===== src/rtl/tomasulo_pkg.sv =====
// Shared Tomasulo datapath constants: tag/data widths, functional-unit count,
// and the helper that advances a round-robin index.
package tomasulo_pkg;

  localparam int TAGW     = 3;
  localparam int DATAW    = 16;
  localparam int RDW      = 3;
  localparam int NFU      = 3;
  localparam int TAG_NONE = 0;

  typedef logic [1:0] fu_idx_t;

  function automatic fu_idx_t next_fu(input fu_idx_t idx);
    return (idx == fu_idx_t'(NFU - 1)) ? fu_idx_t'(0) : idx + fu_idx_t'(1);
  endfunction

endpackage


===== src/rtl/rr_picker.sv =====
// Rotating-priority picker: the first eligible requester at or after ptr
// (wrapping mod NFU) wins.
module rr_picker
  import tomasulo_pkg::*;
(
  input  logic [NFU-1:0] eligible,
  input  fu_idx_t        ptr,
  output logic [NFU-1:0] onehot,
  output fu_idx_t        idx
);

  logic    found;
  fu_idx_t cand;

  // NOTE: every variable written here gets a default first, so no path leaves
  // a value unassigned and no latch is inferred.
  always_comb begin
    onehot = '0;
    idx    = ptr;
    found  = 1'b0;
    cand   = ptr;
    for (int k = 0; k < NFU; k++) begin
      if (!found && eligible[cand]) begin
        found        = 1'b1;
        idx          = cand;
        onehot[cand] = 1'b1;
      end
      cand = next_fu(cand);
    end
  end

endmodule


===== src/rtl/cdb_arbiter.sv =====
// Common data bus arbiter: grants one functional unit per cycle round-robin,
// registers its result onto the bus and drives the register-file write port.
module cdb_arbiter
  import tomasulo_pkg::NFU, tomasulo_pkg::RDW, tomasulo_pkg::TAG_NONE,
         tomasulo_pkg::fu_idx_t, tomasulo_pkg::next_fu;
#(
  parameter int TAGW  = tomasulo_pkg::TAGW,
  parameter int DATAW = tomasulo_pkg::DATAW
) (
  input  logic             CLK,
  input  logic             CLR,
  input  logic [NFU-1:0]   req,
  input  logic [TAGW-1:0]  tag0,
  input  logic [TAGW-1:0]  tag1,
  input  logic [TAGW-1:0]  tag2,
  input  logic [RDW-1:0]   rd0,
  input  logic [RDW-1:0]   rd1,
  input  logic [RDW-1:0]   rd2,
  input  logic [DATAW-1:0] data0,
  input  logic [DATAW-1:0] data1,
  input  logic [DATAW-1:0] data2,
  input  logic             cdbStall,
  output logic [NFU-1:0]   gnt,
  output logic             cdbValid,
  output logic [TAGW-1:0]  cdbTag,
  output logic [DATAW-1:0] cdbData,
  output logic [RDW-1:0]   cdbRd,
  output logic             rfWren,
  output logic [RDW-1:0]   rfNumW,
  output logic [TAGW-1:0]  rfDepW,
  output logic [DATAW-1:0] rfDataW
);

  fu_idx_t          ptr_q, ptr_d;
  logic [NFU-1:0]   gnt_q, gnt_d;
  logic             valid_q, valid_d;
  logic [TAGW-1:0]  tag_q, tag_d;
  logic [DATAW-1:0] data_q, data_d;
  logic [RDW-1:0]   rd_q, rd_d;

  logic [NFU-1:0]   eligible, win_onehot;
  fu_idx_t          win_idx;
  logic [TAGW-1:0]  win_tag;
  logic [DATAW-1:0] win_data;
  logic [RDW-1:0]   win_rd;

  // The unit granted this cycle is still holding req; masking it stops a
  // double grant before it has seen gnt.
  assign eligible = req & ~gnt_q;

  rr_picker u_picker (
    .eligible (eligible),
    .ptr      (ptr_q),
    .onehot   (win_onehot),
    .idx      (win_idx)
  );

  always_comb begin
    case (win_idx)
      fu_idx_t'(1): begin win_tag = tag1; win_data = data1; win_rd = rd1; end
      fu_idx_t'(2): begin win_tag = tag2; win_data = data2; win_rd = rd2; end
      default:      begin win_tag = tag0; win_data = data0; win_rd = rd0; end
    endcase
  end

  always_comb begin
    ptr_d   = ptr_q;
    gnt_d   = '0;
    valid_d = valid_q;
    tag_d   = tag_q;
    data_d  = data_q;
    rd_d    = rd_q;
    if (!cdbStall) begin
      if (|eligible) begin
        gnt_d   = win_onehot;
        valid_d = 1'b1;
        tag_d   = win_tag;
        data_d  = win_data;
        rd_d    = win_rd;
        ptr_d   = next_fu(win_idx);
      end else begin
        valid_d = 1'b0;
      end
    end
  end

  // NOTE: state registers use non-blocking assignments so every flop samples
  // the pre-edge value regardless of statement order.
  always_ff @(posedge CLK) begin
    if (CLR) begin
      ptr_q   <= '0;
      gnt_q   <= '0;
      valid_q <= 1'b0;
      tag_q   <= '0;
      data_q  <= '0;
      rd_q    <= '0;
    end else begin
      ptr_q   <= ptr_d;
      gnt_q   <= gnt_d;
      valid_q <= valid_d;
      tag_q   <= tag_d;
      data_q  <= data_d;
      rd_q    <= rd_d;
    end
  end

  assign gnt      = gnt_q;
  assign cdbValid = valid_q;
  assign cdbTag   = tag_q;
  assign cdbData  = data_q;
  assign cdbRd    = rd_q;

  // A broadcast is consumed only in a cycle where the bus is not stalled.
  assign rfWren  = valid_q & ~cdbStall;
  assign rfNumW  = rd_q;
  assign rfDataW = data_q;
  assign rfDepW  = TAGW'(TAG_NONE);

endmodule


===== config.mk =====
export PLATFORM = sky130hd
export DESIGN_NAME = cdb_arbiter
export DESIGN_NICKNAME = d
export VERILOG_FILES = /design/src/rtl/tomasulo_pkg.sv /design/src/rtl/rr_picker.sv /design/src/rtl/cdb_arbiter.sv
export SDC_FILE = /design/constraint.sdc
export NUM_CORES = 1
export LEC_CHECK = 0
export BUFFER_PORTS_ARGS = -buffer_cell sky130_fd_sc_hd__clkbuf_2
export CORE_MARGIN = 2
export CORE_UTILIZATION = 45
export CTS_BUF_LIST = sky130_fd_sc_hd__clkbuf_8
export DETAILED_ROUTE_END_ITERATION = 6
export GPL_ROUTABILITY_DRIVEN = 0
export HOLD_SLACK_MARGIN = 0.03
export PLACE_DENSITY = 0.95
export SYNTH_ARGS = -nofsm -noshare
export SYNTH_HDL_FRONTEND = slang
export SYNTH_SLANG_ARGS = --single-unit

===== constraint.sdc =====
create_clock -name CLK -period 2.92 [get_ports CLK]
set_clock_uncertainty 0.1 [all_clocks]
set_input_delay 0.146 -clock CLK [delete_from_list [all_inputs] [get_ports CLK]]
set_output_delay 0.146 -clock CLK [all_outputs]
set_load 0.005 [all_outputs]

==> metrics.md <==
| Metric | Value |
|---|---|
| Outcome | `complete, no violations` |
| Leak Pwr | `1.26 nW` |
| Hold path endpoint | `cdbValid$_SDFFE_PP0N_` |
| WHS Path Cells | `3` |
| RSZ-0062 raised after global routing | `no` |
| Drt pass-1 iters | `4` |
| IO Count | `121` |
| Gate Count Post-Synth | `221` |
| First-pass GRT wire length | `7.51 mm` |
| Final TNS setup | `0 ns` |
| Data arrival, critical path | `2.35 ns` |
| Wire length on met3 | `290 um` |
| Total Power | `1.10 mW` |
| Hold Crit Class | `input pin to flip-flop` |
| Die W | `70.1 um` |
| DR WL met2 | `2.27 mm` |
| Antenna violations before repair | `0` |
| Dpl cells | `358` |
| Port bufs | `117` |
| Hold slack | `0.0600 ns` |
| CP required | `3.02 ns` |
| Nets@finish | `387` |
| Post-CTS Hold Fix Bufs | `0` |
| R2R Path Start | `gnt[2]$_SDFF_PP0_` |
| Cell family with the largest share of critical-path delay | `compound AO/OA/AOI/OAI gates` |
| Via/cell ratio | `5.17` |
| Endpoints failing setup | `0` |
| Peak supply drop | `216 uV` |
| Initial DRC Count | `87` |
| Worst setup EP type | `flip-flop` |
| Final core occ | `56.7%` |
| Synth area leader | `dfxtp_1` |
| Die area | `4920 um^2` |
| Crit path max fanout | `11` |
| Max layer used | `met4` |
| Synth top area cells | `dfxtp_1 (28%), mux2i_1 (12%), a211o_1 (9.8%)` |
| Worst-path cell with the longest stage delay | `nor2b_1` |
| Final antenna-violating net count | `0` |
| Vias in the first global route | `1758` |
| Final Slew Violations | `0` |
| Setup Fix Bufs, Post-CTS | `0` |
| Count leader, synth | `nand2b_1` |
| CTS Buf Count | `3` |
| Core area | `4290 um^2` |
| Reg clk slew, reported paths | `0.09 ns` |
| Drt wl/cell | `12.5 um` |
| Worst-Skew Late Latency | `0.26 ns` |
| Die Ht | `70.1 um` |
| Critical Path Start Type | `flip-flop` |
| Post-synth top flop | `dfxtp_1` |
| Vias | `1866` |
| Clock sink count | `28` |
| Residual DRC count | `0` |
| Cell Count, Final, Fillers Out | `361` |
| Max_cap viols | `0` |
| Area share of the largest cell type after synthesis | `28.5%` |
| H-tree levels | `1` |
| Worst setup path category | `flip-flop to flip-flop` |
| Pin count of the biggest net entering global routing | `51` |
| Total grt overflow | `0` |
| Fillers | `378` |
| CP Cell Sequence | `nor2b_1 -> o22ai_1 -> a32oi_1 -> ha_1 -> buf_4 -> a22oi_1 -> a211o_1 -> mux2i_1` |
| Total GRT Usage | `18.2%` |
| Mean Syn Cell Area | `8.90 um^2` |
| Ratio of cells with drive above 1 in the final layout | `42.4%` |
| HPWL Detailed | `3.51 mm` |
| Worst r2r dst | `cdbData[1]$_SDFFE_PP0P_` |
| FFs w/ async S/R, synth | `0%` |
| Netlist cell types | `31` |
| Worst slew pin tran | `0.766 ns` |
| Syn. warnings | `0` |
| Detailed-route wire length | `4.50 mm` |
| Starting Density | `45.8%` |
| Clock Path Buffers | `2` |
| TritonCTS clock tree | `done` |
| Cells resized by post-CTS repair | `0` |
| Most common library cells after synthesis | `nand2b_1 (29), dfxtp_1 (28), mux2i_1 (24)` |
| Rel. slew slack | `48.9%` |
| F_max | `444 MHz` |
| Pwr/cell area | `451 nW/um^2` |
| Ant diodes | `0` |
| Sequential share of the synthesized area | `28.5%` |
| Row count | `24` |
| Crit-path max cell delay | `0.38 ns` |
| FF-to-FF path depth | `8` |
| Bufs and invs on worst path | `1` |
| WP depth | `8` |
| Number of synthesized flops with an enable pin | `0` |
| Post-route clock period utilization | `77.2%` |
| Cell Area, Synth | `1970 um^2` |
| Number of synthesized register bits | `28` |
| WL met1 | `1.87 mm` |
| Clock period minus worst slack | `2.25 ns` |
| Final Hold Vio Count | `0` |
| Hold_sp | `cdbStall` |
| Root Buffer | `clkbuf_8` |
| Layout area overhead | `23.7%` |
| Reg2reg setup slack | `0.67 ns` |
[state kept, by name, indices dropped and copies added, names as in the netlist]
register,flops
ptr_q,2
cdbRd,3
gnt,3
cdbData,16
cdbTag,3
cdbValid,1
[cells in the final DEF, fill, tap and decap left out]
cell type / n
conb_1: 3
a32o_1: 2
ha_1: 4
a31o_1: 1
and2b_2: 1
o31ai_1: 1
and3_1: 1
nor2_1: 23
nor2b_1: 3
clkbuf_2: 117
a32oi_1: 2
nand2_1: 2
nand2b_4: 2
a211o_1: 22
a21oi_1: 1
a211oi_1: 1
inv_1: 1
nor3b_2: 1
mux2i_1: 24
a22oi_1: 22
nand2b_1: 29
o22ai_1: 2
o21ai_0: 3
o2111a_1: 1
nand3_1: 1
a31oi_1: 1
clkbuf_8: 3
buf_4: 7
dfxtp_1: 28
[per-layer routing]
metal | vias to the layer above | track usage (%)
li1 | 943 | -
met1 | 846 | 21.7
met2 | 71 | 33.1
met3 | 6 | 3.90
met4 | 0 | 4.70
met5 | - | 0
[worst max-delay path by stage]
stage	start	slack, ns	to
floorplan	ptr_q[0]$_SDFFE_PP0P_	0.76	cdbData[0]$_SDFFE_PP0P_
global placement	gnt[2]$_SDFF_PP0_	0.77	cdbRd[2]$_SDFFE_PP0P_
detailed placement	gnt[2]$_SDFF_PP0_	0.71	cdbRd[2]$_SDFFE_PP0P_
CTS	gnt[2]$_SDFF_PP0_	0.68	cdbRd[2]$_SDFFE_PP0P_
global route	gnt[2]$_SDFF_PP0_	0.44	cdbData[1]$_SDFFE_PP0P_
finish	gnt[2]$_SDFF_PP0_	0.67	cdbData[1]$_SDFFE_PP0P_
[per-stage QoR]
stage                     worst slack, ns  instance area, um^2
after floorplan                     0.762                 1970
after global placement              0.767                 2390
after detailed placement            0.709                 2390
after CTS                           0.680                 2430
after global routing                0.441                 2430
final                               0.667                 2430
[cells by family after synthesis]
family	after synthesis	synth area share, %
other	1	0.191
and+or+nand+nor	63	18.0
buffers and inverters	42	14.7
adders and majority gates	4	2.54
muxes	24	12.2
DFF	28	28.5
AOI/OAI and AO/OA	59	23.9
[report_power, final]
part / switching (mW) / internal (mW)
Sequential: 0.0394 / 0.428
Combinational: 0.207 / 0.218
Clock: 0.111 / 0.0924
[layout make-up]
cell class	count	area [um^2]	share of cell area, %
Inverter	1	3.75	0.154
Timing Repair Buffer	124	638	26.2
Sequential cell	28	561	23.0
Tap cell	52	65.1	2.67
Clock buffer	3	41.3	1.70
Multi-Input combinational cell	153	1120	46.2
[worst min-delay path: stages]
cell      delay (ns)
clkbuf_2        0.11
nand2_1         0.07
a21oi_1         0.05
(Power assumes the default switching activity.)
